**config.mk**
```make
export PLATFORM = sky130hd
export DESIGN_NAME = serial_magnitude_comp
export DESIGN_NICKNAME = d
export VERILOG_FILES = /design/src/rtl/serial_magnitude_comp_pkg.sv /design/src/rtl/serial_magnitude_comp_cmp_slice.sv /design/src/rtl/serial_magnitude_comp.sv
export SDC_FILE = /design/constraint.sdc
export NUM_CORES = 1
export LEC_CHECK = 0
export BUFFER_PORTS_ARGS = -buffer_cell sky130_fd_sc_hd__buf_2
export CAP_MARGIN = 15
export CELL_PAD_IN_SITES_DETAIL_PLACEMENT = 0
export CELL_PAD_IN_SITES_GLOBAL_PLACEMENT = 2
export CORE_UTILIZATION = 30
export DETAILED_ROUTE_END_ITERATION = 10
export MAX_ROUTING_LAYER = met4
export PLACE_DENSITY = 0.75
export RECOVER_POWER = 100
export SLEW_MARGIN = 10
export SYNTH_ARGS = -nofsm -noshare
export SYNTH_HDL_FRONTEND = slang
export SYNTH_SLANG_ARGS = --single-unit
```
**constraint.sdc**
```tcl
create_clock -name clk -period 2.1 [get_ports clk]
set_input_delay 0.105 -clock clk [delete_from_list [all_inputs] [get_ports clk]]
set_output_delay 0.105 -clock clk [all_outputs]
set_load 0.02 [all_outputs]
```
**src/rtl/serial_magnitude_comp_pkg.sv**
```systemverilog
// Shared types and default sizing for the serial magnitude comparator.
package serial_magnitude_comp_pkg;

    typedef enum logic [1:0] {
        IDLE = 2'd0,
        RUN  = 2'd1,
        DONE = 2'd2
    } state_t;

    localparam int DEFAULT_WIDTH = 32;
    localparam int DEFAULT_SLICE = 2;

    // Index width for a given slice count, never narrower than one bit.
    function automatic int idx_width(input int n_slices);
        return (n_slices > 1) ? $clog2(n_slices) : 1;
    endfunction

endpackage

```
**src/rtl/serial_magnitude_comp_cmp_slice.sv**
```systemverilog
// Combinational unsigned compare of one SLICE-bit operand slice.
module cmp_slice #(
    parameter int SLICE = 2
) (
    input  logic [SLICE-1:0] a,
    input  logic [SLICE-1:0] b,
    output logic             eq,
    output logic             gt
);

    always_comb begin
        eq = (a == b);
        gt = (a > b);
    end

endmodule

```
**src/rtl/serial_magnitude_comp.sv**
```systemverilog
// MSB-first serial magnitude comparator, SLICE bits per cycle with early exit.
module serial_magnitude_comp
    import serial_magnitude_comp_pkg::*;
#(
    parameter int WIDTH = DEFAULT_WIDTH,
    parameter int SLICE = DEFAULT_SLICE
) (
    input  logic             clk,
    input  logic             rst_n,
    input  logic             start,
    input  logic             signed_mode,
    input  logic [WIDTH-1:0] A,
    input  logic [WIDTH-1:0] B,
    output logic             busy,
    output logic             done,
    output logic             Eq,
    output logic             Gt,
    output logic             Lt
);

    localparam int NSLICE = WIDTH / SLICE;
    localparam int IDX_W  = idx_width(NSLICE);

    if ((WIDTH % SLICE) != 0 || WIDTH < SLICE) begin : g_bad_width
        $error("serial_magnitude_comp: WIDTH must be a non-zero multiple of SLICE");
    end

    state_t           state_q, state_d;
    logic [IDX_W-1:0] idx_q, idx_d;
    logic [WIDTH-1:0] a_q, a_d;
    logic [WIDTH-1:0] b_q, b_d;
    logic             sm_q, sm_d;
    logic             eq_q, eq_d;
    logic             gt_q, gt_d;
    logic             lt_q, lt_d;

    logic [WIDTH-1:0] a_cmp;
    logic [WIDTH-1:0] b_cmp;
    logic [SLICE-1:0] a_slice;
    logic [SLICE-1:0] b_slice;
    logic             s_eq;
    logic             s_gt;

    // Flipping both sign bits maps two's-complement order onto unsigned order.
    always_comb begin
        a_cmp   = a_q ^ (WIDTH'(sm_q) << (WIDTH - 1));
        b_cmp   = b_q ^ (WIDTH'(sm_q) << (WIDTH - 1));
        a_slice = a_cmp[int'(idx_q) * SLICE +: SLICE];
        b_slice = b_cmp[int'(idx_q) * SLICE +: SLICE];
    end

    cmp_slice #(
        .SLICE (SLICE)
    ) u_cmp_slice (
        .a  (a_slice),
        .b  (b_slice),
        .eq (s_eq),
        .gt (s_gt)
    );

    always_comb begin
        state_d = state_q;
        idx_d   = idx_q;
        a_d     = a_q;
        b_d     = b_q;
        sm_d    = sm_q;
        eq_d    = eq_q;
        gt_d    = gt_q;
        lt_d    = lt_q;

        case (state_q)
            IDLE, DONE: begin
                if (start) begin
                    state_d = RUN;
                    idx_d   = IDX_W'(NSLICE - 1);
                    a_d     = A;
                    b_d     = B;
                    sm_d    = signed_mode;
                    eq_d    = 1'b0;
                    gt_d    = 1'b0;
                    lt_d    = 1'b0;
                end else begin
                    state_d = IDLE;
                end
            end
            RUN: begin
                if (!s_eq) begin
                    state_d = DONE;
                    gt_d    = s_gt;
                    lt_d    = !s_gt;
                end else if (idx_q == '0) begin
                    state_d = DONE;
                    eq_d    = 1'b1;
                end
                if (idx_q != '0) begin
                    idx_d = idx_q - IDX_W'(1);
                end
            end
            default: begin
                state_d = IDLE;
            end
        endcase
    end

    always_ff @(posedge clk or negedge rst_n) begin
        if (!rst_n) begin
            state_q <= IDLE;
            idx_q   <= '0;
            a_q     <= '0;
            b_q     <= '0;
            sm_q    <= 1'b0;
            eq_q    <= 1'b0;
            gt_q    <= 1'b0;
            lt_q    <= 1'b0;
        end else begin
            state_q <= state_d;
            idx_q   <= idx_d;
            a_q     <= a_d;
            b_q     <= b_d;
            sm_q    <= sm_d;
            eq_q    <= eq_d;
            gt_q    <= gt_d;
            lt_q    <= lt_d;
        end
    end

    always_comb begin
        busy = (state_q == RUN);
        done = (state_q == DONE);
        Eq   = eq_q;
        Gt   = gt_q;
        Lt   = lt_q;
    end

endmodule

```
==> Word-level counts from Yosys, hierarchy flattened <==
Index checks and enable logic that the tools add are counted.
{ "classes": {"addsub": 1, "n_lt_le_gt_ge": 1, "eq_ne": 9, "n_shift": 2, "muxes": 15, "n_bitwise": 2, "n_reduce_logical": 10} }
{ "op_table": {"columns": ["op", "n"], "rows": [
  ["$shiftx A32 B6 Y2", 2],
  ["$xor A32 B32 Y32", 2],
  ["$mux W4", 2],
  ["$pmux W4 S2", 1],
  ["$mux W1", 6],
  ["$ne A2 B1 Y1 const B", 3],
  ["$pmux W1 S2", 3],
  ["$reduce_and A3 Y1", 2],
  ["$logic_not A4 Y1", 1],
  ["$mux W2", 2],
  ["$ne A2 B2 Y1 const B", 2],
  ["$pmux W2 S2", 1],
  ["$reduce_and A4 Y1", 1],
  ["$reduce_bool A4 Y1", 1],
  ["$sub A4 B1 Y4 const B", 1],
  ["$ne A3 B2 Y1 const B", 1],
  ["$eq A2 B1 Y1 const B", 1],
  ["$eq A2 B2 Y1", 1],
  ["$eq A2 B2 Y1 const B", 1],
  ["$gt A2 B2 Y1", 1],
  ["$logic_not A2 Y1", 1],
  ["$reduce_and A2 Y1", 1],
  ["$reduce_bool A2 Y1", 1],
  ["$reduce_or A2 Y1", 1],
  ["$logic_not A1 Y1", 1]
]} }
{ "word_totals": {"ff_bits": 74, "in_bits": 68, "wordCells": 48} }

==> Depth between registers and ports, before layout <==
Gate-level depths: netlist of the first run.
{ "depth": {"ltp_word": 6, "mapped_depth": 11, "depth_no_buf": 9} }

==> Cells and area by module <==
A second synthesis of the first run with hierarchy kept.
{ "unflattened": {"hier_cells": 398, "area_unflattened_um2": 3513.4} }
{ "by_module_without_submodules": {"columns": ["module", "n_inst", "cells_each", "area_each_um2", "seq_area_each_um2"], "rows": [
  ["serial_magnitude_comp", 1, 390, 3453.3, 1851.8],
  ["cmp_slice", 1, 8, 60.1, 0.0]
]} }

==> Worst setup path after synthesis of the first run <==
Ideal clock, no wire load.
{ "synth_timing": {"kind": "register -> register", "start": "register idx_q[0]", "end": "register lt_q (netlist: Lt)", "setup_time_ns": 0.120, "arrival_time_ns": 2.154, "t_required_ns": 1.980, "slack_ns": -0.174, "stages_incl_launch_ff": 12, "cell_sequence": "dfrtp_1 > buf_6 > buf_12 > mux2i_1 > a221oi_2 > a21oi_1 > o211a_1 > ha_1 > nand2_1 > nand2_1 > and3_1 > a31o_2"} }
{ "synth_between": {"elab_chain_len": 5, "word_cells_on_any_way": 9} }
{ "synth_rtl": {"columns": ["item", "line_no", "rtl"], "rows": [
  ["start, declared", "serial_magnitude_comp.sv:29", "logic [IDX_W-1:0] idx_q, idx_d;"],
  ["start signal, assigned", "serial_magnitude_comp.sv:117", "idx_q <= idx_d;"],
  ["$shiftx A32 B6 Y2 (on tied branches)", "serial_magnitude_comp.sv:48, serial_magnitude_comp.sv:49", null],
  ["$gt A2 B2 Y1", "serial_magnitude_comp_cmp_slice.sv:13", "gt = (a > b);"],
  ["$logic_not A1 Y1", "serial_magnitude_comp.sv:90", "lt_d = !s_gt;"],
  ["$mux W1", "serial_magnitude_comp.sv:87", "if (!s_eq) begin"],
  ["$pmux W1 S2", "serial_magnitude_comp.sv:71", "case (state_q)"],
  ["end signal, assigned", "serial_magnitude_comp.sv:123", "lt_q <= lt_d;"],
  ["end, declared", "serial_magnitude_comp.sv:35", "logic lt_q, lt_d;"]
]} }
Several ways; a longest one is shown, not always the timed one. The select of a mux whose other input is x is not followed.
A chain may end at the register's enable or synchronous reset.

==> Worst setup path after layout of the first run <==
Ends and elaborated chain as after synthesis.

==> impl_metrics.tcl, run 1 <==
set metrics [dict create \
    rsz0062_at_grt "true" \
    setup_viol 3 \
    worst-path-max-fanout 5 \
    dr_total_vias 2990 \
    status "finished with violations" \
    grt_start_max_net_pins 51 \
    ant_nets 0 \
    diodes 0 \
    nets 604 \
    multi_input_area_mm2 0.00154 \
    finalHoldViolations 0 \
    synth_warnings 0 \
    synth-edff-count 0 \
    cts_root_buf "clkbuf_16" \
    failed_checks "setup timing" \
    cts_sinks 74 \
    cpMaxStageDelayCell "mux4_2" \
    final.setup_skew_ns 0.00656 \
    die_w_um 110 \
    max_stage_delay_ns 0.51 \
    power.leakage_nw 2.67 \
    drc_errors 0 \
    crit_chain "buf_4, mux4_2, a22oi_2, o21ai_2, ha_4, nand2_4, nand2_2, and3_1, a31o_2" \
    ys_async_sr_fraction_pct 100 \
    synth_ff_type "dfrtp_1" \
    synth_area_mm2 0.00347 \
    hp-class "in2reg" \
    arrival_ns 2.44 \
    syn2layout_area_growth_pct 48.0 \
    worst_hold_path.endpoint "a_q[11]" \
    ys_seq_area_share_pct 53.4 \
    slew_violations 0 \
    die_height_um 110 \
    worst_pin_slew_ns 1.32 \
    fmax_ghz 0.448 \
    antenna_found_initial 0 \
    avgRoutedWirePerCell_um 13.4 \
    initial_utilization_pct 31.4 \
    timing.rr.end "Lt" \
    fin_setup_tns_ns -0.236 \
    grt-ovfl-total 0 \
    postSynthCellCount 378 \
    cap_violations 0 \
    first_pass_iters 5 \
    cts_tree "done" \
    first_global_vias 3023 \
    drt_wl_total_um 9060 \
    finalInstanceArea_mm2 0.00513 \
    max-vdd-ir-drop_mv 0.492 \
    htree_levels 3 \
    yosysTopAreaCell "dfrtp_1" \
    drt_iter0_drc 85 \
    regArea_mm2 0.00185 \
    portBuffers 72 \
    r2r_cells 9 \
    maxSlewHeadroom_pct 12.0 \
    clkTransAtPathRegs_ns 0.06 \
    design.core.area_mm2 0.0110 \
    die_area_mm2 0.0120 \
    finalWorstSetupSlack_ns -0.131 \
    cts_made_buffers 9 \
    via_per_inst 4.41 \
    synth_top_area_share_pct 53.4 \
    drive_gt1_share_pct 24.9 \
    worstHoldStart "start" \
    whs_path_depth 4 \
    synth_area_leaders "dfrtp_1, nand2_1, mux4_1" \
    insertion_delay_ns 0.33 \
    hold-worst-slack_ns 0.236 \
    synth-seq-cells 74 \
    critPathLaunchType "flop" \
    dpl.hpwl_um 6250 \
    track_usage_pct 17.0 \
    synth.net_count 449 \
    grt_pass1_wl_um 14800 \
    r2r-start "idx_q[0]" \
    row_count 38 \
    yosysUniqueCellTypes 33 \
    min_period_over_period_pct 106 \
    cp.required_ns 2.31 \
    r2r_slack_ns -0.13 \
    dpl_cell_area_mm2 0.00413 \
    io_pins 73 \
    synth_most_common_cell "nand2_1" \
    place.gp.congestion 0.871 \
    period_needed_ns 2.23 \
    end_kind "flop" \
    syn_avg_cell_area_um2 9.18 \
    ys_top_cells_by_count "nand2_1, dfrtp_1, mux2i_1" \
    crit_type "reg2reg" \
    power_density_mw_per_mm2 1390 \
    fin_util_pct 46.5 \
    final.fill_count 1129 \
    clk_path_buf_depth 2 \
]
## kinds of logic (layout without fill, tap and decap cells)
logic type | count (synthesis) | after routing | share of synthesized area [%]
buffers and inverters | 26 | 186 | 3.86
XOR/XNOR | 2 | 2 | 0.505
multiplexers | 24 | 24 | 10.6
adder cells (fa/ha/maj) | 3 | 3 | 1.08
AND/OR/NAND/NOR | 221 | 221 | 24.9
AO/OA/AOI/OAI | 28 | 28 | 5.74
flip-flops | 74 | 74 | 53.4
## routing by layer
| layer | GRT usage, % | up-vias | routed length (µm) |
|---|---|---|---|
| met3 | 3.38 | 4 | 260 |
| li1 | - | 1534 | - |
| met2 | 26.1 | 52 | 4250 |
| met1 | 23.0 | 1400 | 4500 |
| met5 | - | - | 0 |
| met4 | 4.29 | 0 | 51 |
## cell usage in the layout (no fill, tap or decap), types with 2 or more instances in the layout
cell type        n
buf_4           18
a21oi_1          6
clkbuf_16        9
nand3_1          2
nor2_1           6
and3_1           2
o21ai_1          2
o221ai_1         4
a221oi_2         3
xor2_1           2
mux2i_1         15
buf_6            4
a31o_2           2
bufinv_16        2
inv_1            4
clkbuf_1         7
ha_4             2
dlygate4sd3_1   66
buf_2           67
a22oi_2          2
nand2_1        200
mux4_2           7
a31oi_1          3
nand2b_1         3
dfrtp_1         73
clkbuf_4         3
## repair_timing
action	4_1_cts	5_1_grt
resized for setup	10	9
hold endpoints to repair	84	2
endpoints found under the setup margin	4	4
hold buffers	64	2
pin swaps	3	0
setup buffers	4	0
cloned	0	1
## critical path, delay by kind of cell (launching register included)
kind	cells	cell delay, ns
compound gates	3	0.53
buf+inv	1	0.15
fa+ha+maj	1	0.26
flops	1	0.41
simple gates	3	0.26
mux	1	0.51
## power by group
| part | internal (mW) | switching, mW | total (mW) |
|---|---|---|---|
| Clock | 1.04 | 0.583 | 1.63 |
| Sequential | 2.07 | 0.411 | 2.48 |
| Combinational | 1.48 | 1.53 | 3.01 |
| Total | 4.59 | 2.52 | 7.12 |
## area by class of cell
class                   count  share of cell area, %
inverters                   5                  0.366
repair buffers            165                   23.9
clock buffers              10                   4.46
multi-input cells         278                   30.0
clock inverters             6                   1.75
flip-flops and latches     74                   36.1
well taps                 140                   3.41
## worst max-delay path by stage
stage | start | to | slack, ns | cells after the start
final | idx_q[0] | Lt | -0.13 | 9
after global routing | idx_q[0] | Lt | -0.24 | 11
after global placement | idx_q[0] | Lt | -0.13 | 9
after detailed placement | idx_q[0] | Lt | -0.20 | 9
after floorplan | idx_q[0] | Lt | -0.02 | 11
after CTS | idx_q[0] | Lt | -0.15 | 9
## sequential cells by signal, summed over array words and instances, names as in the netlist
name / cells
idx_q: 4
Gt: 1
b_q: 32
a_q: 32
state_q: 2
Eq: 1
sm_q: 1
Lt: 1
## stage by stage
| stage | worst slack (ns) | instances | power (mW) |
|---|---|---|---|
| after global placement | -0.127 | 591 | 5.23 |
| after floorplan | -0.0175 | 378 | 4.39 |
| after global routing | -0.238 | 678 | 7.64 |
| after CTS | -0.148 | 675 | 7.18 |
| after detailed placement | -0.200 | 591 | 5.30 |
| final | -0.131 | 678 | 7.12 |
Power figures use the tool's default switching activity.
==> run 2: changes to the inputs <==
Settings changed: CORE_ASPECT_RATIO from default to 0.8.
==> impl_metrics.tcl, run 2 (synthesis gave the netlist of run 1 again) <==
set metrics [dict create \
    htree_levels 3 \
    setup_viol 3 \
    cts_sinks 74 \
    antenna_found_initial 0 \
    ant_nets 0 \
    power.leakage_nw 2.67 \
    r2r_slack_ns -0.12 \
    track_usage_pct 17.1 \
    layout_common_cells "nand2_1, dfrtp_1, buf_2, dlygate4sd3_1, buf_4" \
    portBuffers 72 \
    period_needed_ns 2.22 \
    top_regs "a_q (32), b_q (32), idx_q (4)" \
    power_density_mw_per_mm2 1400 \
    status "finished with violations" \
    die_height_um 98.2 \
    design.core.area_mm2 0.0111 \
    slew_violations 0 \
    die_area_mm2 0.0120 \
    critPathLaunchType "flop" \
    max-vdd-ir-drop_mv 0.580 \
    worst_pin_slew_ns 1.18 \
    initial_utilization_pct 31.4 \
    min_period_over_period_pct 106 \
    finalWorstSetupSlack_ns -0.119 \
    layout_commonest_cell "nand2_1" \
    end_kind "flop" \
    finalHoldViolations 0 \
    die_w_um 122 \
    drt_iter0_drc 136 \
    fmax_ghz 0.451 \
    drc_errors 0 \
    dpl.hpwl_um 6270 \
    cp.required_ns 2.32 \
    final.setup_skew_ns 0.00307 \
    diodes 0 \
    place.gp.congestion 0.820 \
    dr_total_vias 3009 \
    row_count 34 \
    cts_root_buf "clkbuf_16" \
    maxSlewHeadroom_pct 21.4 \
    grt_start_max_net_pins 66 \
    crit_type "reg2reg" \
    insertion_delay_ns 0.33 \
    first_pass_iters 4 \
    via_per_inst 4.44 \
    failed_checks "setup timing" \
    cts_made_buffers 9 \
    rsz0062_at_grt "true" \
    nets 600 \
    cap_violations 0 \
    first_global_vias 3005 \
    clkTransAtPathRegs_ns 0.06 \
    r2r_cells 9 \
    p_total_mw 7.21 \
    clk_path_buf_depth 2 \
    io_pins 73 \
    drive_gt1_share_pct 25.8 \
    fin_util_pct 46.6 \
    worst-path-max-fanout 5 \
    arrival_ns 2.44 \
    hp-class "in2reg" \
    grt-ovfl-total 0 \
    grt_pass1_wl_um 15100 \
    syn2layout_area_growth_pct 48.7 \
    avgRoutedWirePerCell_um 13.5 \
    drt_wl_total_um 9130 \
    whs_path_depth 4 \
    cts_tree "done" \
]
-- run 2: final timing paths --
check                           startpoint  endpoint
worst max register to register    idx_q[0]        Lt
worst max-delay path              idx_q[0]        Lt
worst min register to register      a_q[7]    a_q[7]
max in group asynchronous            rst_n  idx_q[0]
worst min-delay path                 start  idx_q[0]
min in group asynchronous            rst_n   b_q[10]
-- run 2: layout make-up --
cell class / count / area (µm²)
well taps: 144 / 180
clock inverters: 6 / 88.8
multi-input cells: 278 / 1570
flip-flops and latches: 74 / 1850
repair buffers: 161 / 1210
fillers: 1106 / 5900
inverters: 5 / 18.8
clock buffers: 10 / 239
-- run 2: worst max-delay path: stages (launching register included) --
cell and delay, ns:
dfrtp_2 0.44, buf_6 0.15, mux4_2 0.52, a22oi_2 0.18, o21ai_2 0.09, ha_4 0.26, nand2_4 0.06, nand2_2 0.05
and3_1 0.15, a31o_2 0.21
-- run 2: where the power goes --
group / leakage [nW] / internal, mW / total [mW] / switching (mW)
logic: 1.61 / 1.49 / 3.04 / 1.55
clock network: 0.155 / 1.07 / 1.66 / 0.584
registers: 0.903 / 2.07 / 2.51 / 0.443
total: 2.67 / 4.63 / 7.21 / 2.58
-- run 2: routing by layer --
metal | GRT usage, % | part of all wire, %
met1 | 24.3 | 53
met2 | 24.1 | 42
met3 | 4.21 | 3.7
met4 | 4.50 | 0.74
met5 | - | 0
-- run 2: what timing repair did --
action / in CTS / in global routing
setup endpoints to repair: 4 / 4
gates resized for setup: 18 / 6
endpoints found under the hold margin: 112 / 0
pin swaps: 4 / 2
setup buffers: 3 / 0
hold buffers: 66 / 0
-- run 2: through the flow --
stage / instances / hold WS (ns) / instance area (µm²) / setup slack (ns) / TNS [ns]
floorplan: 378 / -0.191 / 3510 / -0.0175 / -0.0175
global placement: 593 / 0.170 / 4120 / -0.140 / -0.323
detailed placement: 593 / 0.167 / 4120 / -0.222 / -0.687
CTS: 678 / 0.212 / 5160 / -0.134 / -0.267
global route: 678 / 0.253 / 5160 / -0.205 / -1.02
finish: 678 / 0.209 / 5160 / -0.119 / -0.182
==> run 3: changes to the inputs <==
Settings changed: RECOVER_POWER 100 to default.
==> impl_metrics.tcl, run 3 (synthesis gave the netlist of run 1 again) <==
set metrics [dict create \
    status "finished with violations" \
    failed_checks "setup timing" \
    dpl.hpwl_um 6270 \
    critPathLaunchType "flop" \
    worst_pin_slew_ns 0.617 \
    min_period_over_period_pct 106 \
    track_usage_pct 17.1 \
    ant_nets 0 \
    regArea_mm2 0.00185 \
    clkTransAtPathRegs_ns 0.06 \
    die_area_mm2 0.0120 \
    maxSlewHeadroom_pct 58.8 \
    nets 600 \
    hp-class "in2reg" \
    final.setup_skew_ns 0.00316 \
    final.fill_count 1101 \
    grt-ovfl-total 0 \
    diodes 0 \
    place.gp.congestion 0.820 \
    drive_gt1_share_pct 26.6 \
    finalHoldViolations 0 \
    post-place-cells 593 \
    layout_common_cells "nand2_1, dfrtp_1, buf_2, dlygate4sd3_1, buf_4" \
    cts_sinks 74 \
    layout_commonest_cell "nand2_1" \
    grt_pass1_wl_um 15100 \
    initial_utilization_pct 31.4 \
    grt_start_max_net_pins 66 \
    power_density_mw_per_mm2 1390 \
    arrival_ns 2.44 \
    portBuffers 72 \
    drc_errors 0 \
    die_w_um 122 \
    antenna_found_initial 0 \
    setup_viol 3 \
    p_total_mw 7.24 \
    io_pins 73 \
    cts_tree "done" \
    rsz0062_at_grt "true" \
    slew_violations 0 \
    finalNonFillerCells 678 \
    die_height_um 98.2 \
    max-vdd-ir-drop_mv 0.580 \
    end_kind "flop" \
    period_needed_ns 2.22 \
    first_global_vias 3005 \
    top_regs "a_q (32), b_q (32), idx_q (4)" \
    via_per_inst 4.43 \
    cap_violations 0 \
    avgRoutedWirePerCell_um 13.5 \
    finalWorstSetupSlack_ns -0.119 \
    crit_type "reg2reg" \
    cts_made_buffers 9 \
    row_count 34 \
    cp.required_ns 2.32 \
    cts_root_buf "clkbuf_16" \
    drt_wl_total_um 9120 \
    dr_total_vias 3006 \
    syn2layout_area_growth_pct 49.8 \
    htree_levels 3 \
    drt_iter0_drc 135 \
    insertion_delay_ns 0.33 \
    power.leakage_nw 2.69 \
    design.core.area_mm2 0.0111 \
    fmax_ghz 0.451 \
    clk_path_buf_depth 2 \
    first_pass_iters 4 \
    multi_input_area_mm2 0.00157 \
    worst-path-max-fanout 5 \
]
run 3: power by group:
part | switching [mW] | internal, mW
registers | 0.442 | 2.07
clock network | 0.584 | 1.07
logic | 1.56 | 1.51
total | 2.58 | 4.65
run 3: stage by stage:
step	utilization (%)	instance area [µm²]	worst slack [ns]	hold WS [ns]	setup TNS, ns
floorplan	-	3510	-0.0175	-0.191	-0.0175
detailed placement	37.3	4120	-0.222	0.167	-0.687
finish	47.0	5190	-0.119	0.219	-0.183
global placement	37.3	4120	-0.140	0.170	-0.323
CTS	46.7	5160	-0.134	0.212	-0.267
global route	47.0	5190	-0.205	0.264	-0.583
run 3: path summary, 6_finish.rpt:
check | slack [ns] | cells past startpoint | from | endpoint
worst max-delay path | -0.12 | 9 | idx_q[0] | Lt
worst min-delay path | 0.22 | 4 | start | idx_q[0]
worst max register to register | -0.12 | 9 | idx_q[0] | Lt
worst min register to register | 0.47 | 2 | a_q[7] | a_q[7]
max in group asynchronous | 1.18 | 3 | rst_n | idx_q[0]
min in group asynchronous | 0.34 | 2 | rst_n | b_q[10]
run 3: cell type report:
cell class                      instances  share of cell area, %
Sequential cell                        74                   35.7
Multi-Input combinational cell        278                   30.3
Timing Repair Buffer                  161                   23.9
Clock buffer                           10                   4.60
Tap cell                              144                   3.47
Clock inverter                          6                   1.71
Inverter                                5                  0.361
run 3: layer usage:
metal,up-vias,routed length [µm],GRT usage (%)
li1,1530,-,-
met1,1402,4860,24.3
met2,69,3850,24.1
met3,5,338,4.21
met4,0,68,4.50
met5,-,0,-
run 3: timing repair:
action                                  4_1_cts  5_1_grt
resized for setup                            18        6
hold buffers                                 66        0
pin swaps                                     4        2
endpoints found under the setup margin        4        4
buffers inserted                              3        0
hold endpoints to repair                    112        0
run 3: worst max-delay path, stage by stage (launching register included):
cell and delay (ns):
dfrtp_2 0.44, buf_6 0.15, mux4_2 0.52, a22oi_2 0.18, o21ai_2 0.09, ha_4 0.26
nand2_4 0.06, nand2_2 0.05, and3_1 0.15, a31o_2 0.21
